**src/rtl/alu_ctrl_pipe_if.sv**
```systemverilog
// EX-stage ALU control bus: ID/EX handshake and decode inputs, and the
// registered ALU control plus MULT/DIV sequencing outputs.
interface alu_ctrl_pipe_if;
    logic       in_valid;
    logic [5:0] funct;
    logic [2:0] ALUOp;
    logic       stall;
    logic       flush;
    logic       in_ready;
    logic [3:0] ALUsignal;
    logic       out_valid;
    logic       illegal;
    logic       md_start;
    logic       busy;
    logic       hilo_we;

    // Pipeline side that presents instructions and consumes ALU control.
    modport master (
        output in_valid, funct, ALUOp, stall, flush,
        input  in_ready, ALUsignal, out_valid, illegal, md_start, busy, hilo_we
    );

    // ALU control block.
    modport slave (
        input  in_valid, funct, ALUOp, stall, flush,
        output in_ready, ALUsignal, out_valid, illegal, md_start, busy, hilo_we
    );
endinterface

```
**src/rtl/alu_ctrl_pipe.sv**
```systemverilog
// Registered ALU control decoder for the EX stage. Decodes ALUOp/funct into
// ALUsignal with valid/ready handshaking, honours stall and flush, and runs a
// busy counter for multi-cycle MULT/DIV with a HI/LO write pulse at the end.
module alu_ctrl_pipe #(
    parameter int MUL_LAT = 4,
    parameter int DIV_LAT = 32,
    parameter int CNT_W   = 6
) (
    input  logic           clk,
    input  logic           rst,
    alu_ctrl_pipe_if.slave bus
);

    localparam logic [0:0] S_IDLE    = 1'b0;
    localparam logic [0:0] S_MD_BUSY = 1'b1;

    localparam logic [3:0] OP_AND  = 4'b0000;
    localparam logic [3:0] OP_OR   = 4'b0001;
    localparam logic [3:0] OP_ADD  = 4'b0010;
    localparam logic [3:0] OP_XOR  = 4'b0011;
    localparam logic [3:0] OP_MULT = 4'b0100;
    localparam logic [3:0] OP_DIV  = 4'b0101;
    localparam logic [3:0] OP_SUB  = 4'b0110;
    localparam logic [3:0] OP_SLT  = 4'b0111;
    localparam logic [3:0] OP_SLL  = 4'b1000;
    localparam logic [3:0] OP_SRL  = 4'b1001;
    localparam logic [3:0] OP_SRA  = 4'b1010;
    localparam logic [3:0] OP_NOR  = 4'b1100;
    localparam logic [3:0] OP_ILL  = 4'b1111;

    logic [0:0]       state_q, state_d;
    logic [CNT_W-1:0] cnt_q, cnt_d;
    logic [3:0]       alu_signal_q, alu_signal_d;
    logic             out_valid_q, out_valid_d;
    logic             illegal_q, illegal_d;
    logic             md_start_q, md_start_d;

    logic [3:0] dec_sig;
    logic       dec_ill;
    logic       dec_mul;
    logic       dec_div;
    logic       busy;
    logic       in_ready;
    logic       accept;

    assign busy     = (state_q == S_MD_BUSY);
    assign in_ready = ~busy & ~bus.stall;
    assign accept   = bus.in_valid & in_ready & ~bus.flush;

    // Decode the ALUOp class, falling through to the funct table for R-type.
    // NOTE: every always_comb output gets a default first so no path can infer a latch.
    always_comb begin
        dec_sig = OP_ILL;
        dec_ill = 1'b0;
        dec_mul = 1'b0;
        dec_div = 1'b0;
        unique case (bus.ALUOp)
            3'b000: dec_sig = OP_ADD;
            3'b001: dec_sig = OP_SUB;
            3'b011: dec_sig = OP_AND;
            3'b100: dec_sig = OP_OR;
            3'b101: dec_sig = OP_SLT;
            3'b110: dec_sig = OP_XOR;
            3'b111: dec_ill = 1'b1;
            3'b010: begin
                case (bus.funct)
                    6'b100000, 6'b100001: dec_sig = OP_ADD;
                    6'b100010, 6'b100011: dec_sig = OP_SUB;
                    6'b100100:            dec_sig = OP_AND;
                    6'b100101:            dec_sig = OP_OR;
                    6'b100110:            dec_sig = OP_XOR;
                    6'b100111:            dec_sig = OP_NOR;
                    6'b101010, 6'b101011: dec_sig = OP_SLT;
                    6'b000000:            dec_sig = OP_SLL;
                    6'b000010:            dec_sig = OP_SRL;
                    6'b000011:            dec_sig = OP_SRA;
                    6'b011000, 6'b011001: begin dec_sig = OP_MULT; dec_mul = 1'b1; end
                    6'b011010, 6'b011011: begin dec_sig = OP_DIV;  dec_div = 1'b1; end
                    default:              dec_ill = 1'b1;
                endcase
            end
            default: dec_ill = 1'b1;
        endcase
    end

    // Next-state: flush beats stall beats accept; the busy counter runs through stalls.
    always_comb begin
        state_d      = state_q;
        cnt_d        = cnt_q;
        alu_signal_d = alu_signal_q;
        out_valid_d  = out_valid_q;
        illegal_d    = illegal_q;
        md_start_d   = 1'b0;

        if (state_q == S_MD_BUSY) begin
            cnt_d = cnt_q - CNT_W'(1);
            if (cnt_q == CNT_W'(1)) begin
                state_d = S_IDLE;
            end
        end

        if (bus.flush) begin
            state_d     = S_IDLE;
            cnt_d       = '0;
            out_valid_d = 1'b0;
            illegal_d   = 1'b0;
        end else if (bus.stall) begin
            // Outputs hold; only the busy counter above advances.
        end else if (accept) begin
            alu_signal_d = dec_sig;
            out_valid_d  = 1'b1;
            illegal_d    = dec_ill;
            if (dec_mul || dec_div) begin
                state_d    = S_MD_BUSY;
                cnt_d      = dec_mul ? CNT_W'(MUL_LAT) : CNT_W'(DIV_LAT);
                md_start_d = 1'b1;
            end
        end else begin
            out_valid_d = 1'b0;
            illegal_d   = 1'b0;
        end
    end

    // State registers with synchronous reset.
    // NOTE: sequential state uses non-blocking assignments so all flops update together.
    always_ff @(posedge clk) begin
        if (rst) begin
            state_q      <= S_IDLE;
            cnt_q        <= '0;
            alu_signal_q <= OP_AND;
            out_valid_q  <= 1'b0;
            illegal_q    <= 1'b0;
            md_start_q   <= 1'b0;
        end else begin
            state_q      <= state_d;
            cnt_q        <= cnt_d;
            alu_signal_q <= alu_signal_d;
            out_valid_q  <= out_valid_d;
            illegal_q    <= illegal_d;
            md_start_q   <= md_start_d;
        end
    end

    assign bus.in_ready  = in_ready;
    assign bus.ALUsignal = alu_signal_q;
    assign bus.out_valid = out_valid_q;
    assign bus.illegal   = illegal_q;
    assign bus.md_start  = md_start_q;
    assign bus.busy      = busy;
    // Final busy cycle writes HI/LO unless this same cycle aborts the operation.
    assign bus.hilo_we   = busy & (cnt_q == CNT_W'(1)) & ~bus.flush & ~rst;

endmodule

```
**src/flat_wrapper.sv**
```systemverilog
// flat-port wrapper written by rule: the top's interface ports become plain ports
module alu_ctrl_pipe_flat 
#(
    parameter int MUL_LAT = 4,
    parameter int DIV_LAT = 32,
    parameter int CNT_W   = 6
)
  (clk, rst, bus_in_valid, bus_funct, bus_ALUOp, bus_stall, bus_flush, bus_in_ready, bus_ALUsignal, bus_out_valid, bus_illegal, bus_md_start, bus_busy, bus_hilo_we);
  alu_ctrl_pipe_if bus_i ();
  input  logic clk;
  input  logic rst;
  input wire logic [$bits(bus_i.in_valid)-1:0] bus_in_valid;
  input wire logic [$bits(bus_i.funct)-1:0] bus_funct;
  input wire logic [$bits(bus_i.ALUOp)-1:0] bus_ALUOp;
  input wire logic [$bits(bus_i.stall)-1:0] bus_stall;
  input wire logic [$bits(bus_i.flush)-1:0] bus_flush;
  output wire logic [$bits(bus_i.in_ready)-1:0] bus_in_ready;
  output wire logic [$bits(bus_i.ALUsignal)-1:0] bus_ALUsignal;
  output wire logic [$bits(bus_i.out_valid)-1:0] bus_out_valid;
  output wire logic [$bits(bus_i.illegal)-1:0] bus_illegal;
  output wire logic [$bits(bus_i.md_start)-1:0] bus_md_start;
  output wire logic [$bits(bus_i.busy)-1:0] bus_busy;
  output wire logic [$bits(bus_i.hilo_we)-1:0] bus_hilo_we;
  assign bus_i.in_valid = bus_in_valid;
  assign bus_i.funct = bus_funct;
  assign bus_i.ALUOp = bus_ALUOp;
  assign bus_i.stall = bus_stall;
  assign bus_i.flush = bus_flush;
  assign bus_in_ready = bus_i.in_ready;
  assign bus_ALUsignal = bus_i.ALUsignal;
  assign bus_out_valid = bus_i.out_valid;
  assign bus_illegal = bus_i.illegal;
  assign bus_md_start = bus_i.md_start;
  assign bus_busy = bus_i.busy;
  assign bus_hilo_we = bus_i.hilo_we;
  alu_ctrl_pipe #(.MUL_LAT(MUL_LAT), .DIV_LAT(DIV_LAT), .CNT_W(CNT_W)) u_core (.clk(clk), .rst(rst), .bus(bus_i));
endmodule
```
**config.mk**
```make
export PLATFORM = sky130hd
export DESIGN_NAME = alu_ctrl_pipe_flat
export DESIGN_NICKNAME = d
export VERILOG_FILES = /design/src/rtl/alu_ctrl_pipe_if.sv /design/src/rtl/alu_ctrl_pipe.sv /design/src/flat_wrapper.sv
export SDC_FILE = /design/constraint.sdc
export NUM_CORES = 1
export LEC_CHECK = 0
export CORE_UTILIZATION = 52
export CTS_BUF_LIST = sky130_fd_sc_hd__clkbuf_8
export DETAILED_ROUTE_END_ITERATION = 6
export GPL_ROUTABILITY_DRIVEN = 0
export PLACE_DENSITY = 0.89
export SETUP_SLACK_MARGIN = 0.02
export SLEW_MARGIN = 20
export SYNTH_ARGS = -nofsm -noshare
export SYNTH_HDL_FRONTEND = slang
export SYNTH_SLANG_ARGS = --single-unit
```
**constraint.sdc**
```tcl
create_clock -name clk -period 2.6 [get_ports clk]
set_input_delay 0.39 -clock clk [delete_from_list [all_inputs] [get_ports clk]]
set_output_delay 0.39 -clock clk [all_outputs]
set_load 0.01 [all_outputs]
```
==> key figures <==
Power and ir drop
  • Reg power frac: between 40% and 50%
  • Peak supply drop: ~280 uV
  • Clk network pwr share: 40.2%
  • P_int: around 0.40 mW
  • Combinational group share of total power: between 10% and 20%
  • Total power: slightly above 0.5 mW
  • P_sw: 0.119 mW
  • Leak pwr: ~0.43 nW
  • Switching Fraction: between 20% and 30%
  • Pwr Density: roughly 440 nW/um2

Placement
  • Cell count after placement: between 100 and 150
  • # port buffers: 23
  • Cell Area, Placed: approximately 1100 um2
  • Post-DP HPWL: 1510 um

Routing
  • Routed len/inst: 13.1 um
  • Vias: roughly 840
  • Total wire length: just under 2000 um
  • Vias per cell: roughly 5.7
  • Drt first pass iters: 4
  • Total DRC errors in the routed layout: 0
  • Iteration-0 DRC Markers: 14
  • Final ANT Viol Nets: 0

Timing
  • Clk_skew: roughly 0.0018 ns
  • Tcrit/Tclk final: between 80% and 90%
  • WHS: roughly 0.48 ns
  • Fmax: around 0.47 GHz
  • Slew @ Worst Pin: about 0.44 ns
  • Setup-violating endpoint count in the final report: 0
  • Slew HR: a little over two thirds
  • Hold Violations, Final: 0
  • Minimum clock period: 2.13 ns
  • Slew Limit Fails: 0
  • RSZ-0062 raised after global routing: false
  • Setup TNS: 0 ns

Run status
  • Run status: complete, no violations

Global route
  • Initial antenna violation count: 0
  • Largest net degree at the start of global routing: 12
  • First-pass GRT wire length: ~3200 um
  • Vias in the first global route: between 800 and 900
  • Tot GR Track Use: about a quarter
  • Grt ovf: 0

Synth
  • Gate Count Post-Synth: ~110
  • Cell taking the most area after synthesis: dfxtp_1
  • Mean Syn Cell Area: a little over 8 um2
  • YS warnings: 0
  • Largest family of logic cells by synthesized area: simple AND/OR/NAND/NOR gates
  • Synth area leaders: dfxtp_1 (33%), nor2_1 (6.1%), xnor2_1 (5.1%)
  • Syn Nets: 122
  • Synth unique cells: 40
  • Mapped cell area: 861 um2
  • Number of synthesized register bits: 14
  • Post-Synth Adder-Cell Area: under 10%
  • Mux cell area share after synthesis: 1.31%
  • Sequential area share after synthesis: about a third
  • Synth Area in Compound Gates: between 20% and 30%
  • Post-Synth XOR/XNOR Area: just over 6%
  • Yosys top cell area share: 32.6%
  • Synth Area in Simple Gates: between 20% and 30%

Floorplan
  • I/O pin cnt: 24
  • Initial Utilization: between 50 and 60%
  • Die area: 1820 um2
  • Num rows: 14
  • Core outline area: 1520 um2
  • Chip height: approximately 43 um
  • Die width: approximately 43 um

Clocking
  • Post-CTS Setup Bufs: 0
  • H-tree depth: 1
  • TritonCTS clock tree: built
  • Cts hold-fix bufs: 0
  • Clock buffer depth: 2
  • Skew-Pair Late Insertion Delay: 0.24 ns
  • CTS Buf Count: 3
  • Worst-path clk slew: roughly 0.060 ns
  • CTS root buf: clkbuf_8
  • CTS Sinks: 14
  • Resized cells post-CTS: 0

Run
  • Max-cap viol count: 0

Finish
  • ANT cells: 0
  • Commonest non-fill, non-tap cell in the layout: clkdlybuf4s50_1
  • Final Instance Area: ~1200 um2
  • Final cell count without fillers: approximately 150
  • P&R area growth vs syn: 35.6%
  • Layout cells sized above 1: 9.92%
  • Final nets: roughly 150
  • Fillers: ~110
  • Most frequent cells in the layout: clkdlybuf4s50_1 (23), nor2_1 (14), dfxtp_1 (14)

Worst hold path
  • Hold Crit Start: u_core.bus.ALUsignal[1]
  • Hold Crit Class: reg2reg
  • Hold depth: 2

Setup path
  • Crit. Startpoint: bus_flush
  • R2R cell count: 4
  • Largest fanout on the critical path: 3
  • Worst setup EP type: output pin
  • CP Class: in2out
  • CP Launch Type: primary input
  • RR Startpoint: u_core.bus.busy
  • Critical path required time: between 2 and 2.5 ns
  • Worst Path Arrival: 1.74 ns
-- worst paths after layout --
kind	end	slack, ns
worst max register to register	u_core.cnt_q[1]	1.19
worst max-delay path	bus_hilo_we	0.47
worst min-delay path	u_core.bus.ALUsignal[1]	0.48
worst min register to register	u_core.bus.ALUsignal[1]	0.48
-- cell usage after synthesis --
library cell / n
and4_1: 1
xor2_1: 1
o211ai_1: 2
and4bb_1: 1
nor3b_1: 2
a22oi_1: 1
nand2b_1: 4
nor2_1: 14
a21oi_1: 6
mux2_2: 1
xnor2_1: 5
a31oi_1: 2
o32ai_1: 1
inv_2: 1
a311oi_1: 2
buf_4: 1
nand3_1: 4
buf_2: 2
o211a_1: 1
dfxtp_1: 14
maj3_2: 1
and3b_1: 1
a2111oi_0: 1
o31ai_1: 1
nor3_1: 5
inv_1: 6
and3_1: 1
a211oi_1: 1
nor4b_4: 1
clkbuf_1: 3
a22o_1: 1
ha_1: 2
nand2_1: 8
and2_1: 1
a221o_1: 1
o41ai_1: 1
o21bai_1: 1
nor4_1: 1
o21ai_1: 2
a311oi_2: 1
-- sequential cells by signal, indices dropped and copies added (netlist names) --
signal	flops
u_core.cnt_q	6
u_core.bus.ALUsignal	4
u_core.bus.busy	1
u_core.bus.illegal	1
u_core.bus.md_start	1
u_core.bus.out_valid	1
-- cell type report --
class | instances | area [um2] | share of cell area (%)
flip-flops and latches | 14 | 280 | 24.0
inverters | 7 | 26.3 | 2.25
multi-input cells | 79 | 526 | 45.0
clock buffers | 4 | 55.1 | 4.72
repair buffers | 27 | 260 | 22.3
well taps | 16 | 20.0 | 1.71
-- worst max-delay path: stages --
cell	delay, ns
clkdlybuf4s50_1	0.49
nor2_1	0.17
and3_1	0.17
clkdlybuf4s50_1	0.53
-- routing by layer --
layer  vias to the layer above  GRT usage (%)  routed length, um
li1                        434              -                  -
met4                         0           13.8                 32
met5                         -              0                  0
met1                       379           27.0                843
met2                        20           41.2                995
met3                         4           2.55                 54
-- cell families after synthesis --
logic type,after synthesis
muxes,1
AOI/OAI and AO/OA,25
and+or+nand+nor,44
xor gates and xnor gates,6
buffers and inverters,13
DFF,14
adders and majority gates,3
-- stage by stage --
step / util, % / setup slack [ns]
after global routing: 76.6 / 0.385
after detailed placement: 73.0 / 0.454
after floorplan: - / 1.01
final: 76.6 / 0.468
after CTS: 76.6 / 0.472
after global placement: 73.0 / 0.491
-- power by group through the flow --
| stage | sequential, mW | combinational [mW] | clock, mW |
|---|---|---|---|
| floorplan | 0.227 | 0.0433 | 0 |
| global route | 0.221 | 0.0976 | 0.223 |
| CTS | 0.220 | 0.0892 | 0.215 |
| detailed placement | 0.225 | 0.0887 | 0 |
| global placement | 0.225 | 0.0873 | 0 |
| finish | 0.221 | 0.0894 | 0.209 |
Note: power is estimated with default switching activity, not from simulation.
==> RTL change, RTL diff (same settings) <==
`CNT_W` is set to 6 in 2 places; all go to 12.
--- a/src/rtl/alu_ctrl_pipe.sv
+++ b/src/rtl/alu_ctrl_pipe.sv
@@ -4,7 +4,7 @@
 module alu_ctrl_pipe #(
     parameter int MUL_LAT = 4,
     parameter int DIV_LAT = 32,
-    parameter int CNT_W   = 6
+    parameter int CNT_W   = 12
 ) (
     input  logic           clk,
     input  logic           rst,
--- a/src/flat_wrapper.sv
+++ b/src/flat_wrapper.sv
@@ -3,7 +3,7 @@
 #(
     parameter int MUL_LAT = 4,
     parameter int DIV_LAT = 32,
-    parameter int CNT_W   = 6
+    parameter int CNT_W   = 12
 )
   (clk, rst, bus_in_valid, bus_funct, bus_ALUOp, bus_stall, bus_flush, bus_in_ready, bus_ALUsignal, bus_out_valid, bus_illegal, bus_md_start, bus_busy, bus_hilo_we);
   alu_ctrl_pipe_if bus_i ();
Behaviour: no difference found for any inputs over 10 cycles, from zero or initial values and one cycle with rst high; that may be too few to reach the edited logic, so the function may still have changed.
==> RTL change against the unedited design <==
Setup slack worse by 0.38 ns; synthesized cell count rose by 25%; via count is 26% higher; sequential cell count up 6; fmax is 15% lower; total power grew 14%; wire length grew 35%; design area up 23%; register-to-register slack worse by 0.32 ns; sequential power rose by 41%; synthesized area is 31% higher; highest routed layer unchanged.
==> RTL change: results (changes against the unedited design) <==
Synth area leaders -> dfxtp_1 36%, nor2_1 8.4%, xnor2_1 7.0% (was dfxtp_1 33%, nor2_1 6.1%, xnor2_1 5.1%)
Routed wire length -> 2.609 mm (was 1.926 mm)
Fraction of layout instances using a drive strength above 1 -> 12.82% (was 9.924%)
Outcome -> finished clean (unchanged)
Skew final -> 0.003225 ns (was 0.001814 ns)
CP Data Arrival Time -> 2.12 ns (was 1.74 ns)
Sequential area share after synthesis -> 35.63% (was 32.56%)
Global Route Usage Sum -> 24.30% (was 23.48%)
Synth unique cells -> 42 (was 40)
Pleak -> 0.5115 nW (was 0.4332 nW)
Wire per inst -> 14.26 um (was 13.10 um)
Largest net degree at the start of global routing -> 13 (was 12)
Slew @ Worst Pin -> 0.4750 ns (was 0.4387 ns)
Post-DP HPWL -> 1.979 mm (was 1.512 mm)
Nets -> 174 (was 148)
Iter 0 DRT Violations -> 25 (was 14)
Vias per cell -> 5.765 (was 5.694)
Synth Area per Inst -> 8.512 um^2 (was 8.121 um^2)
First-pass GRT wire length -> 4.498 mm (was 3.236 mm)
Post-Syn Nets -> 148 (was 122)
Family with the most delay on the worst path -> simple AND/OR/NAND/NOR gates (was buffers and inverters)
Clock transition at the registers of the reported paths -> 0.07 ns
Max reg flops -> 12 (was 6)
Vias in the first global route -> 996 (was 801)
Post-synth top cells -> 25 x nor2_1, 20 x dfxtp_1, 9 x xnor2_1 (was 14 x dfxtp_1, 14 x nor2_1, 8 x nand2_1)
==> RTL change: cell count changes after synthesis, moves of 3 or more <==
cell and change:
dfxtp_1 +6, a21oi_1 -3, nor2_1 +11, o21ai_0 +3, nor3_2 +3, nand2_1 -3
xnor2_1 +4
==> RTL change: layout make-up <==
class                   instances  area share (%)
clock buffers                   3           2.882
inverters                       5           1.310
multi-input cells             102           47.86
flip-flops and latches         20           27.95
well taps                      27           2.358
repair buffers                 26           17.64
==> RTL change: where the power goes <==
| part | switching (mW) | total (mW) | internal [mW] | leakage [nW] |
|---|---|---|---|---|
| sequential | 0.00209 | 0.312 | 0.310 | 0.162 |
| clock | 0.0948 | 0.198 | 0.103 | 0.0216 |
| combinational | 0.0408 | 0.0827 | 0.0419 | 0.328 |
| total | 0.138 | 0.592 | 0.454 | 0.512 |
==> RTL change: metrics by stage <==
step	utilization (%)	setup slack, ns	hold WS (ns)	area, um^2	power (mW)
2_1_floorplan	-	0.8129	0.4621	1124	0.3529
6_report	71.56	0.09062	0.5095	1433	0.5921
3_5_place_dp	69.31	0.3725	0.4977	1388	0.4004
5_1_grt	71.56	0.004621	0.5379	1433	0.6153
3_3_place_gp	69.31	0.3925	0.4797	1388	0.3972
4_1_cts	71.38	0.09640	0.5100	1429	0.5930
==> RTL change: final timing paths <==
path,slack (ns),cells past startpoint,end,start
max,0.09,5,bus_hilo_we,u_core.cnt_q[4]
min,0.51,2,u_core.cnt_q[1],u_core.cnt_q[1]
max reg2reg,0.87,4,u_core.cnt_q[1],u_core.bus.busy
min reg2reg,0.51,2,u_core.cnt_q[1],u_core.cnt_q[1]
==> RTL change: worst reg2reg max path: cells and delay by family (launching register included) <==
kind            cells  cell delay [ns]
simple gates        3             1.09
flops               1             0.43
compound gates      1             0.08
==> RTL change: what timing repair did <==
item / 4_1_cts / 5_1_grt
hold endpoints to repair: 0 / 0
resized for setup: 0 / 1
hold buffers: 0 / 0
setup endpoints to repair: 0 / 1
buffers inserted: 0 / 0
==> RTL change: cells by family after synthesis <==
group / after synthesis / synth area share (%)
xor+xnor: 10 / 7.796
fa+ha+maj: 2 / 2.227
flops: 20 / 35.63
buf+inv: 10 / 3.675
simple gates: 66 / 35.19
compound gates: 24 / 15.48
==> RTL change: routing by layer <==
metal / global-route usage [%] / vias to the layer above / share of wire (%) / routed length (um)
li1: - / 524 / - / -
met1: 32.42 / 492 / 46 / 1190
met4: 7.353 / 0 / 1.1 / 29
met5: 0 / - / 0 / 0
met3: 2.516 / 4 / 4.9 / 128
met2: 41.31 / 35 / 48 / 1260
